**config.mk**
```make
export PLATFORM = sky130hd
export DESIGN_NAME = rram_cmd_ctrl
export DESIGN_NICKNAME = d
export VERILOG_FILES = /design/src/rtl/rram_ctrl_pkg.sv /design/src/rtl/rram_op_timer.sv /design/src/rtl/rram_cmd_ctrl.sv
export SDC_FILE = /design/constraint.sdc
export NUM_CORES = 1
export LEC_CHECK = 0
export ABC_AREA = 1
export BUFFER_PORTS_ARGS = -buffer_cell sky130_fd_sc_hd__buf_2
export CORE_MARGIN = 5
export CORE_UTILIZATION = 24
export DETAILED_ROUTE_END_ITERATION = 12
export PLACE_DENSITY = 0.45
export RECOVER_POWER = 100
export SYNTH_ARGS = -nofsm -noshare
export SYNTH_HDL_FRONTEND = slang
export SYNTH_SLANG_ARGS = --single-unit
export TNS_END_PERCENT = 10
```
**constraint.sdc**
```tcl
create_clock -name clk -period 2.5 [get_ports clk]
set_input_delay 0.375 -clock clk [delete_from_list [all_inputs] [get_ports clk]]
set_output_delay 0.375 -clock clk [all_outputs]
set_load 0.01 [all_outputs]
```
**src/rtl/rram_ctrl_pkg.sv**
```systemverilog
// Shared definitions for the RRAM command controller: command codes, one-hot
// state encoding, status bit positions and the registered control-output bundle.
package rram_ctrl_pkg;

  localparam logic [3:0] CMD_READ = 4'b0001;
  localparam logic [3:0] CMD_WR1  = 4'b0100;
  localparam logic [3:0] CMD_WR2  = 4'b0010;
  localparam logic [3:0] CMD_FM1  = 4'b0111;
  localparam logic [3:0] CMD_FM2  = 4'b0110;
  localparam logic [3:0] CMD_ER1  = 4'b0011;
  localparam logic [3:0] CMD_ER2  = 4'b1101;
  localparam logic [3:0] CMD_STAT = 4'b1000;
  localparam logic [3:0] CMD_RST  = 4'b1111;

  typedef enum logic [13:0] {
    S_IDLE     = 14'h0001,
    S_RD_ADDR  = 14'h0002,
    S_RD_ARRAY = 14'h0004,
    S_RD_OUT   = 14'h0008,
    S_WR_ADDR  = 14'h0010,
    S_WR_LOAD  = 14'h0020,
    S_WR_ARRAY = 14'h0040,
    S_WR_RETRY = 14'h0080,
    S_FM_CMD2  = 14'h0100,
    S_FM_ARRAY = 14'h0200,
    S_ER_ADDR  = 14'h0400,
    S_ER_CMD2  = 14'h0800,
    S_ER_ARRAY = 14'h1000,
    S_ST_OUT   = 14'h2000
  } state_e;

  localparam logic [13:0] ARRAY_MASK = 14'h1244;

  localparam int STAT_READY   = 7;
  localparam int STAT_FAIL    = 6;
  localparam int STAT_TIMEOUT = 5;
  localparam int STAT_ABORT   = 4;

  typedef struct packed {
    logic we_rw;
    logic re_rw;
    logic form_rw;
    logic erase_rw;
    logic we_l;
    logic re_l;
    logic en_decoder;
    logic en_count;
    logic rb;
  } ctrl_out_t;

  localparam ctrl_out_t OUT_IDLE = 9'b0_0000_0001;

  function automatic logic is_array(input state_e s);
    return |(14'(s) & ARRAY_MASK);
  endfunction

endpackage

```
**src/rtl/rram_op_timer.sv**
```systemverilog
// Array-operation watchdog: counts cycles spent in array states and flags
// expiry on the TO_CYC-th cycle; saturates so it stays expired until cleared.
module rram_op_timer #(
  parameter int TO_W   = 16,
  parameter int TO_CYC = 4000
) (
  input  logic clk,
  input  logic rst_n,
  input  logic i_clear,
  input  logic i_enable,
  output logic o_expired
);

  localparam logic [TO_W-1:0] LP_LAST = TO_W'(TO_CYC - 1);

  logic [TO_W-1:0] r_cnt;

  assign o_expired = (r_cnt >= LP_LAST);

  // Cycle counter, cleared on array entry and held outside array states
  always_ff @(posedge clk or negedge rst_n) begin
    if (!rst_n) begin
      r_cnt <= '0;
    end else if (i_clear) begin
      r_cnt <= '0;
    end else if (i_enable && !o_expired) begin
      r_cnt <= r_cnt + TO_W'(1'b1);
    end else begin
      r_cnt <= r_cnt;
    end
  end

endmodule

```
**src/rtl/rram_cmd_ctrl.sv**
```systemverilog
// RRAM command/sequencing FSM: decodes two-phase commands, drives the array
// engine enables, and tracks program-verify retries, timeout and status.
module rram_cmd_ctrl
  import rram_ctrl_pkg::*;
#(
  parameter int TO_W      = 16,
  parameter int TO_CYC    = 4000,
  parameter int MAX_RETRY = 3
) (
  input  logic       clk,
  input  logic       rst_n,
  input  logic       CE,
  input  logic       ALE,
  input  logic       CLE,
  input  logic [3:0] cmd,
  input  logic       cmd_ready,
  input  logic       addr_ready,
  input  logic       op_done,
  input  logic       verify_ok,
  output logic       we_rw,
  output logic       re_rw,
  output logic       form_rw,
  output logic       erase_rw,
  output logic       WE_L,
  output logic       RE_L,
  output logic       en_decoder,
  output logic       en_count,
  output logic       RB,
  output logic [7:0] status
);

  localparam logic [3:0] LP_MAX_RETRY = 4'(MAX_RETRY);

  state_e    r_state;
  state_e    w_next;
  ctrl_out_t r_out;
  ctrl_out_t w_out;
  logic      r_fail, r_timeout, r_abort;
  logic      w_fail_n, w_to_n, w_abort_n;
  logic [3:0] r_retry, w_retry_n;
  logic      w_cmd_acc, w_rst_cmd, w_new_op, w_addr_ok;
  logic      w_in_array, w_clr_timer, w_expired;

  assign w_cmd_acc  = cmd_ready && CLE && !CE;
  // A reset command is honoured even while CE is high so it outranks the abort path
  assign w_rst_cmd  = cmd_ready && CLE && (cmd == CMD_RST);
  assign w_new_op   = w_cmd_acc && ((cmd == CMD_READ) || (cmd == CMD_WR1) ||
                                    (cmd == CMD_FM1)  || (cmd == CMD_ER1));
  assign w_addr_ok  = addr_ready && ALE;
  assign w_in_array = is_array(r_state);
  // The retry gap resumes the same program, so only a fresh entry restarts the watchdog
  assign w_clr_timer = is_array(w_next) && !w_in_array && (r_state != S_WR_RETRY);

  rram_op_timer #(
    .TO_W   (TO_W),
    .TO_CYC (TO_CYC)
  ) u_timer (
    .clk       (clk),
    .rst_n     (rst_n),
    .i_clear   (w_clr_timer),
    .i_enable  (w_in_array),
    .o_expired (w_expired)
  );

  // Next-state and status-flag decode
  always_comb begin
    w_next    = r_state;
    w_fail_n  = r_fail;
    w_to_n    = r_timeout;
    w_abort_n = r_abort;
    w_retry_n = r_retry;
    if (w_rst_cmd) begin
      w_next    = S_IDLE;
      w_fail_n  = 1'b0;
      w_to_n    = 1'b0;
      w_abort_n = 1'b0;
      w_retry_n = 4'd0;
    end else if (CE) begin
      w_next = S_IDLE;
      if (w_in_array || (r_state == S_WR_RETRY)) begin
        w_abort_n = 1'b1;
      end else begin
        w_abort_n = r_abort;
      end
    end else begin
      case (r_state)
        S_IDLE: begin
          if (w_new_op) begin
            w_fail_n  = 1'b0;
            w_to_n    = 1'b0;
            w_abort_n = 1'b0;
            w_retry_n = 4'd0;
          end else begin
            w_retry_n = r_retry;
          end
          if (w_cmd_acc) begin
            case (cmd)
              CMD_READ: w_next = S_RD_ADDR;
              CMD_WR1:  w_next = S_WR_ADDR;
              CMD_FM1:  w_next = S_FM_CMD2;
              CMD_ER1:  w_next = S_ER_ADDR;
              CMD_STAT: w_next = S_ST_OUT;
              default:  w_next = S_IDLE;
            endcase
          end else begin
            w_next = S_IDLE;
          end
        end
        S_RD_ADDR: w_next = w_addr_ok ? S_RD_ARRAY : S_RD_ADDR;
        S_RD_ARRAY: begin
          if (op_done) begin
            w_next = S_RD_OUT;
          end else if (w_expired) begin
            w_next   = S_IDLE;
            w_fail_n = 1'b1;
            w_to_n   = 1'b1;
          end else begin
            w_next = S_RD_ARRAY;
          end
        end
        S_RD_OUT, S_ST_OUT: w_next = r_state;
        S_WR_ADDR: w_next = w_addr_ok ? S_WR_LOAD : S_WR_ADDR;
        S_WR_LOAD: w_next = (w_cmd_acc && (cmd == CMD_WR2)) ? S_WR_ARRAY : S_WR_LOAD;
        S_WR_ARRAY: begin
          if (op_done) begin
            if (verify_ok) begin
              w_next = S_IDLE;
            end else if (r_retry < LP_MAX_RETRY) begin
              w_next    = S_WR_RETRY;
              w_retry_n = r_retry + 4'd1;
            end else begin
              w_next   = S_IDLE;
              w_fail_n = 1'b1;
            end
          end else if (w_expired) begin
            w_next   = S_IDLE;
            w_fail_n = 1'b1;
            w_to_n   = 1'b1;
          end else begin
            w_next = S_WR_ARRAY;
          end
        end
        S_WR_RETRY: w_next = S_WR_ARRAY;
        S_FM_CMD2: w_next = (w_cmd_acc && (cmd == CMD_FM2)) ? S_FM_ARRAY : S_FM_CMD2;
        S_FM_ARRAY, S_ER_ARRAY: begin
          if (op_done) begin
            w_next = S_IDLE;
          end else if (w_expired) begin
            w_next   = S_IDLE;
            w_fail_n = 1'b1;
            w_to_n   = 1'b1;
          end else begin
            w_next = r_state;
          end
        end
        S_ER_ADDR: w_next = w_addr_ok ? S_ER_CMD2 : S_ER_ADDR;
        S_ER_CMD2: w_next = (w_cmd_acc && (cmd == CMD_ER2)) ? S_ER_ARRAY : S_ER_CMD2;
        default:   w_next = S_IDLE;
      endcase
    end
  end

  // Control outputs decoded from the upcoming state so they switch with it
  always_comb begin
    w_out = OUT_IDLE;
    case (w_next)
      S_RD_ARRAY: begin
        w_out.re_rw = 1'b1; w_out.en_decoder = 1'b1; w_out.en_count = 1'b1; w_out.rb = 1'b0;
      end
      S_RD_OUT: begin
        w_out.re_l = 1'b1; w_out.en_count = 1'b1;
      end
      S_WR_LOAD: w_out.we_l = 1'b1;
      S_WR_ARRAY: begin
        w_out.we_rw = 1'b1; w_out.en_decoder = 1'b1; w_out.en_count = 1'b1; w_out.rb = 1'b0;
      end
      S_WR_RETRY: w_out.rb = 1'b0;
      S_FM_ARRAY: begin
        w_out.form_rw = 1'b1; w_out.en_decoder = 1'b1; w_out.en_count = 1'b1; w_out.rb = 1'b0;
      end
      S_ER_ARRAY: begin
        w_out.erase_rw = 1'b1; w_out.en_decoder = 1'b1; w_out.en_count = 1'b1; w_out.rb = 1'b0;
      end
      S_ST_OUT: w_out.re_l = 1'b1;
      default:  w_out = OUT_IDLE;
    endcase
  end

  // State, control outputs and status flags
  always_ff @(posedge clk or negedge rst_n) begin
    if (!rst_n) begin
      r_state   <= S_IDLE;
      r_out     <= OUT_IDLE;
      r_fail    <= 1'b0;
      r_timeout <= 1'b0;
      r_abort   <= 1'b0;
      r_retry   <= 4'd0;
    end else begin
      r_state   <= w_next;
      r_out     <= w_out;
      r_fail    <= w_fail_n;
      r_timeout <= w_to_n;
      r_abort   <= w_abort_n;
      r_retry   <= w_retry_n;
    end
  end

  assign we_rw      = r_out.we_rw;
  assign re_rw      = r_out.re_rw;
  assign form_rw    = r_out.form_rw;
  assign erase_rw   = r_out.erase_rw;
  assign WE_L       = r_out.we_l;
  assign RE_L       = r_out.re_l;
  assign en_decoder = r_out.en_decoder;
  assign en_count   = r_out.en_count;
  assign RB         = r_out.rb;

  // Status byte assembly; ready mirrors RB
  always_comb begin
    status               = 8'h00;
    status[STAT_READY]   = r_out.rb;
    status[STAT_FAIL]    = r_fail;
    status[STAT_TIMEOUT] = r_timeout;
    status[STAT_ABORT]   = r_abort;
    status[3:0]          = r_retry;
  end

endmodule

```
**Yosys cells after proc, flatten, opt, wreduce, memory -nomap -nowiden**

Cells that the tools add are included.

- Register bits after elaboration: 46
- Output and inout port bits: 17
- Word-level logic and storage cells: 155

- $add $sub $neg: 2
- Magnitude comparators: 2
- Equal/unequal tests: 43
- Mux-type cells: 55
- Reductions and logical operators: 38

Operators by type and width:

| operator | number |
|---|---|
| $pmux 14 s12 | 1 |
| $mux 14 | 6 |
| $pmux 14 s5 | 1 |
| $mux 16 | 2 |
| $eq 14x10->1 const B | 2 |
| $eq 14x13->1 const B | 2 |
| $eq 14x14->1 const B | 2 |
| $eq 14x3->1 const B | 2 |
| $eq 14x4->1 const B | 2 |
| $eq 14x6->1 const B | 2 |
| $eq 14x7->1 const B | 2 |
| $eq 14x8->1 const B | 2 |
| $mux 4 | 7 |
| $mux 1 | 25 |
| $add 16x1->16 const B | 1 |
| $ge 16x12->1 const B | 1 |
| $mux 8 | 2 |
| $reduce_or 4->1 | 4 |
| $eq 14x1->1 const B | 1 |
| $eq 14x11->1 const B | 1 |
| $eq 14x12->1 const B | 1 |
| $eq 14x2->1 const B | 1 |
| $eq 14x5->1 const B | 1 |
| $eq 14x9->1 const B | 1 |
| 33 further kinds | 68 |

**Depth between registers and ports, before layout**

- Depth in word-level cells: 11
- Mapped depth: 16
- Depth with buffers taken out: 16

**Hierarchy**

Synthesis repeated with hierarchy kept, for this count alone.

- Cell total of the unflattened synthesis: 427
- Area total of the unflattened synthesis: 2944.1 um^2

Modules (own cells, without submodules):

| module | instances | cells an instance | area each (um^2) | sequential area each (um^2) |
|---|---|---|---|---|
| rram_cmd_ctrl | 1 | 284 | 1966.9 | 753.2 |
| rram_op_timer | 1 | 143 | 977.2 | 400.4 |

**Worst setup path before layout**

Ideal clock, no wire load.

- Kind: reg2reg
- Start point: reg u_timer.r_cnt[0]
- End point: reg u_timer.r_cnt[7]
- Setup time: 0.120 ns
- Data arrival time: 1.729 ns
- Path slack: 0.651 ns
- Cell stages (with the launch flop): 13
- Path buffers: 0
- Clock period less this slack: 1.849 ns
- Cells stage by stage: dfrtp_1 > ha_1 > nand2_1 > nor2_1 > nand3_1 > nand2_1 > nand2_1 > nand3_1 > or2_2 > nor2_1 > nand2_1 > xor2_1 > nor2_2

- Cells in the longest elaborated chain, start to end: 10
- Elaborated cells between the ends (all ways): 19

RTL lines:

| item | line | source |
|---|---|---|
| start, declared | rram_op_timer.sv:16 | `logic [TO_W-1:0] r_cnt;` |
| start signal, assigned | rram_op_timer.sv:27 | `r_cnt <= r_cnt + TO_W'(1'b1);` |
| start signal, assigned | rram_op_timer.sv:29 | `r_cnt <= r_cnt;` |
| $ge 16x12->1 | rram_op_timer.sv:18 | `assign o_expired = (r_cnt >= LP_LAST);` |
| $mux 14 (tied with other cells) | rram_cmd_ctrl.sv:148 | `end else if (w_expired) begin` |
| $mux 14 (tied with other cells) | rram_cmd_ctrl.sv:146 | `if (op_done) begin` |
| $pmux 14 s12 | rram_cmd_ctrl.sv:86 | `case (r_state)` |
| $mux 14 | rram_cmd_ctrl.sv:78 | `end else if (CE) begin` |
| $mux 14 | rram_cmd_ctrl.sv:72 | `if (w_rst_cmd) begin` |
| $reduce_or 4->1 | rram_ctrl_pkg.sv:54 | `return \|(14'(s) & ARRAY_MASK);` |
| $logic_and 1x1->1 (2 in a row) | rram_cmd_ctrl.sv:52 | `assign w_clr_timer = is_array(w_next) && !w_in_array && (r_state != S_WR_RETRY);` |
| $mux 16 / $reduce_bool 2->1 (equally long branches) | -- |  |

Parallel ways exist; a longest one is shown, timed or not. The select of a mux whose other input is x is not followed.
A chain may end at the register's enable or synchronous reset.

==> metrics.csv <==
stage;metric;value;unit
layout;commonest cells after routing, fill and taps aside;nor2_1, nand2_1, inv_1;
layout;commonest non-fill, non-tap cell in the layout;nor2_1;
timing;Hold Fails Final Rpt;0;
power_and_ir_drop;leak pwr;1.74;nW
layout;area growth from synthesis to layout;16.7;%
critical_path;crit-path cells;nor2_1 > nand2_4 > inv_2 > nand2_1 > nor2_1 > nand2_1 > nand2_1 > inv_1 > nand2_1 > nor2_1 > nor2_4 > inv_4 > nor2_1 > or2_1;
global_routing;vias in the first global route;2776;
critical_path;Reg-to-Reg End;en_count$_DFF_PN0_;
critical_path;Setup Crit Path Kind;register to register;
status;status;finished, final reports clean;
place;IO Port Bufs;29;
layout;antenna cell count;0;
layout;layout cell share with drive strength beyond 1;12.0;%
timing;fin crit share;91.5;%
critical_path;R2R depth;14;
logic_synthesis;syn_nets;434;
global_routing;met1 Use GR;14.9;%
critical_path;CP max stage delay;0.47;ns
die;die height;120;µm
clock_tree;CTS HTree Levels;2;
logic_synthesis;post-synthesis mux area share;0;%
place;DP HPWL;6300;µm
logic_synthesis;Synth Area in Compound Gates;7.45;%
logic_synthesis;post-synthesis cell type count;36;
critical_path;Crit-path slowest cell;dfrtp_1;
clock_tree;CTS Hold Bufs;0;
logic_synthesis;YS warnings;0;
power_and_ir_drop;PD cells;530;mW/mm²
critical_path;required time of the critical path;2.67;ns
global_routing;Total Routing Usage GR;11.2;%
worst_hold_path;HP Class;input pin to async pin;
logic_synthesis;Synth Area per Inst;6.98;µm²
drt;wirelength, routed;7870;µm
logic_synthesis;Synth Area in Simple Gates;38.8;%
clock_tree;Sink Count;46;
clock_tree;# resized after CTS;0;
logic_synthesis;Post-synth EDFFs;0;
clock_tree;number of buffers created by CTS;5;
drt;DRC;0;
logic_synthesis;ys async rst share;100;%
die;number of I/O pins;30;
timing;Slew @ Worst Pin;1.41;ns
logic_synthesis;Cell Area, Synth;0.00292;mm²
critical_path;CP startpoint kind;register;
place;GPL Wtd Cong;0.933;
global_routing;grt peak-use layer;met2;
layout;Final nets;471;
global_routing;largest net degree at the start of global routing;28;
die;die width;120;µm
logic_synthesis;register area share after synthesis;39.5;%
die;die area;0.0145;mm²
global_routing;first-pass GRT wire length;13200;µm
logic_synthesis;main combinational cell family by area after synthesis;simple AND/OR/NAND/NOR gates;
clock_tree;Longest Clk Path Bufs;2;
clock_tree;Clock Root Buffer;clkbuf_16;
clock_tree;Skew-Pair Late Insertion Delay;0.29;ns
timing;worst relative slew slack;5.96;%
timing;RSZ-0062 raised after global routing;no;
critical_path;CP Capture Type;register;
timing;Slew Viols, Final;0;
critical_path;reg-to-reg critical path startpoint;r_state[9]$_DFF_PN0_;
critical_path;Worst EP arrival;2.46;ns
timing;Fin Setup TNS;0;ns
logic_synthesis;Synth Flop Type;dfrtp_1;
layout;fin cells;604;
power_and_ir_drop;worst vdd ir;0.000197;V
global_routing;M2 GR Usage;18.4;%
drt;Avg Vias per Cell;4.49;
drt;initial DRC count;145;
die;cell row count;40;
clock_tree;Reg clk slew, reported paths;0.07;ns
drt;drt first pass iters;4;
timing;fmax;437;MHz
timing;fin crit period;2.29;ns
place;Placed Instances;594;
drt;final antenna-violating net count;0;
die;initial core utilization;24.4;%
drt;WL/cell;13.0;µm
critical_path;crit path max fanout;19;
logic_synthesis;Post-Syn Instances;419;
die;CORE AREA;0.0120;mm²
logic_synthesis;Synth Register Bits;46;
global_routing;GR Util met3;1.87;%
job;max_cap viols;0;
global_routing;initial antenna violation count;0;
logic_synthesis;Post-Synth XOR/XNOR Area;1.50;%
global_routing;gr ovfl total;0;
logic_synthesis;Post-Synth Adder-Cell Area;0.856;%
clock_tree;TritonCTS clock tree;done;
drt;vias;2713;
critical_path;Worst R2R Setup Slack;0.21;ns
timing;# setup viols final;0;
timing;Clock Skew;0.00946;ns
[synth_stat cells (2+ instances only)]
cell / number / area [µm²]
nand2_1: 79 / 297
nor2_1: 77 / 289
inv_1: 71 / 267
dfrtp_1: 44 / 1100
nand3_1: 35 / 175
o21ai_0: 17 / 85.1
nor2_2: 14 / 87.6
nand4_1: 13 / 81.3
a21oi_1: 11 / 55.1
nor3_1: 8 / 40.0
buf_4: 5 / 37.5
o21ai_1: 4 / 20.0
xor2_1: 4 / 35.0
inv_2: 3 / 11.3
nor2_4: 3 / 33.8
nor4_1: 3 / 18.8
a22oi_1: 2 / 15.0
dfstp_2: 2 / 52.6
ha_1: 2 / 25.0
inv_4: 2 / 12.5
nand2_2: 2 / 12.5
nand2_4: 2 / 22.5
nand3b_2: 2 / 22.5
o22ai_1: 2 / 12.5
[kinds of logic (layout without fill, tap and decap cells)]
group,after synthesis,in the layout
AND/OR/NAND/NOR,243,243
buffers and inverters,83,121
flip-flops,46,46
AO/OA/AOI/OAI,40,40
XOR/XNOR,5,5
adder cells (fa/ha/maj),2,2
[per-stage QoR]
stage / power (mW) / setup slack [ns] / instance area [µm²] / utilization [%] / hold slack [ns]
floorplan: 0.906 / 0.651 / 2920 / - / 0.0794
global placement: 0.958 / 0.273 / 3240 / 27.1 / 0.413
detailed placement: 0.959 / 0.278 / 3240 / 27.1 / 0.423
CTS: 1.84 / 0.243 / 3430 / 28.7 / 0.107
global route: 1.88 / 0.000545 / 3410 / 28.5 / 0.482
finish: 1.81 / 0.213 / 3410 / 28.5 / 0.402
[worst max-delay path, delay by kind of cell, from the launching register on]
kind / cells / cell delay [ns]
buf+inv: 3 / 0.34
flops: 1 / 0.47
simple gates: 11 / 1.36
[where the power goes]
group,internal (mW),switching (mW)
Sequential,0.765,0.0133
Clock,0.575,0.297
Combinational,0.0486,0.109
Total,1.39,0.420
[worst max-delay path by stage]
stage | start | to | slack (ns) | depth (start not counted)
after floorplan | u_timer.r_cnt[0]$_DFFE_PN0P_ | u_timer.r_cnt[7]$_DFFE_PN0P_ | 0.65 | 12
after global placement | r_state[12]$_DFF_PN0_ | u_timer.r_cnt[7]$_DFFE_PN0P_ | 0.27 | 14
after detailed placement | r_state[1]$_DFF_PN0_ | u_timer.r_cnt[12]$_DFFE_PN0P_ | 0.28 | 14
after CTS | r_state[1]$_DFF_PN0_ | u_timer.r_cnt[7]$_DFFE_PN0P_ | 0.24 | 14
after global routing | r_state[5]$_DFF_PN0_ | u_timer.r_cnt[14]$_DFFE_PN0P_ | 0.0005 | 14
final | r_state[9]$_DFF_PN0_ | en_count$_DFF_PN0_ | 0.21 | 14
[sequential cells by signal, indices dropped and copies added, names as in the netlist]
name	cells
erase_rw	1
r_fail	1
re_rw	1
r_abort	1
RE_L	1
WE_L	1
form_rw	1
RB	1
r_state	14
en_count	1
we_rw	1
r_retry	4
en_decoder	1
u_timer.r_cnt	16
r_timeout	1
[cell type report]
cell class | instances | area, µm²
clock buffers | 5 | 125
clock inverters | 3 | 68.8
fillers | 1335 | 8550
inverters | 77 | 299
multi-input cells | 290 | 1410
flip-flops and latches | 46 | 1150
well taps | 147 | 184
repair buffers | 36 | 168
[routing by layer]
layer	share of wire, %	vias up	routed length [µm]
met5	0	-	0
li1	-	1387	-
met4	2.2	0	176
met2	44	78	3460
met3	4.7	18	368
met1	49	1230	3860
[what timing repair did]
action / CTS / global route
endpoints found under the setup margin: 0 / 7
setup buffers: 0 / 2
hold endpoints to repair: 0 / 0
No activity file was read; power rests on OpenSTA's default activity.
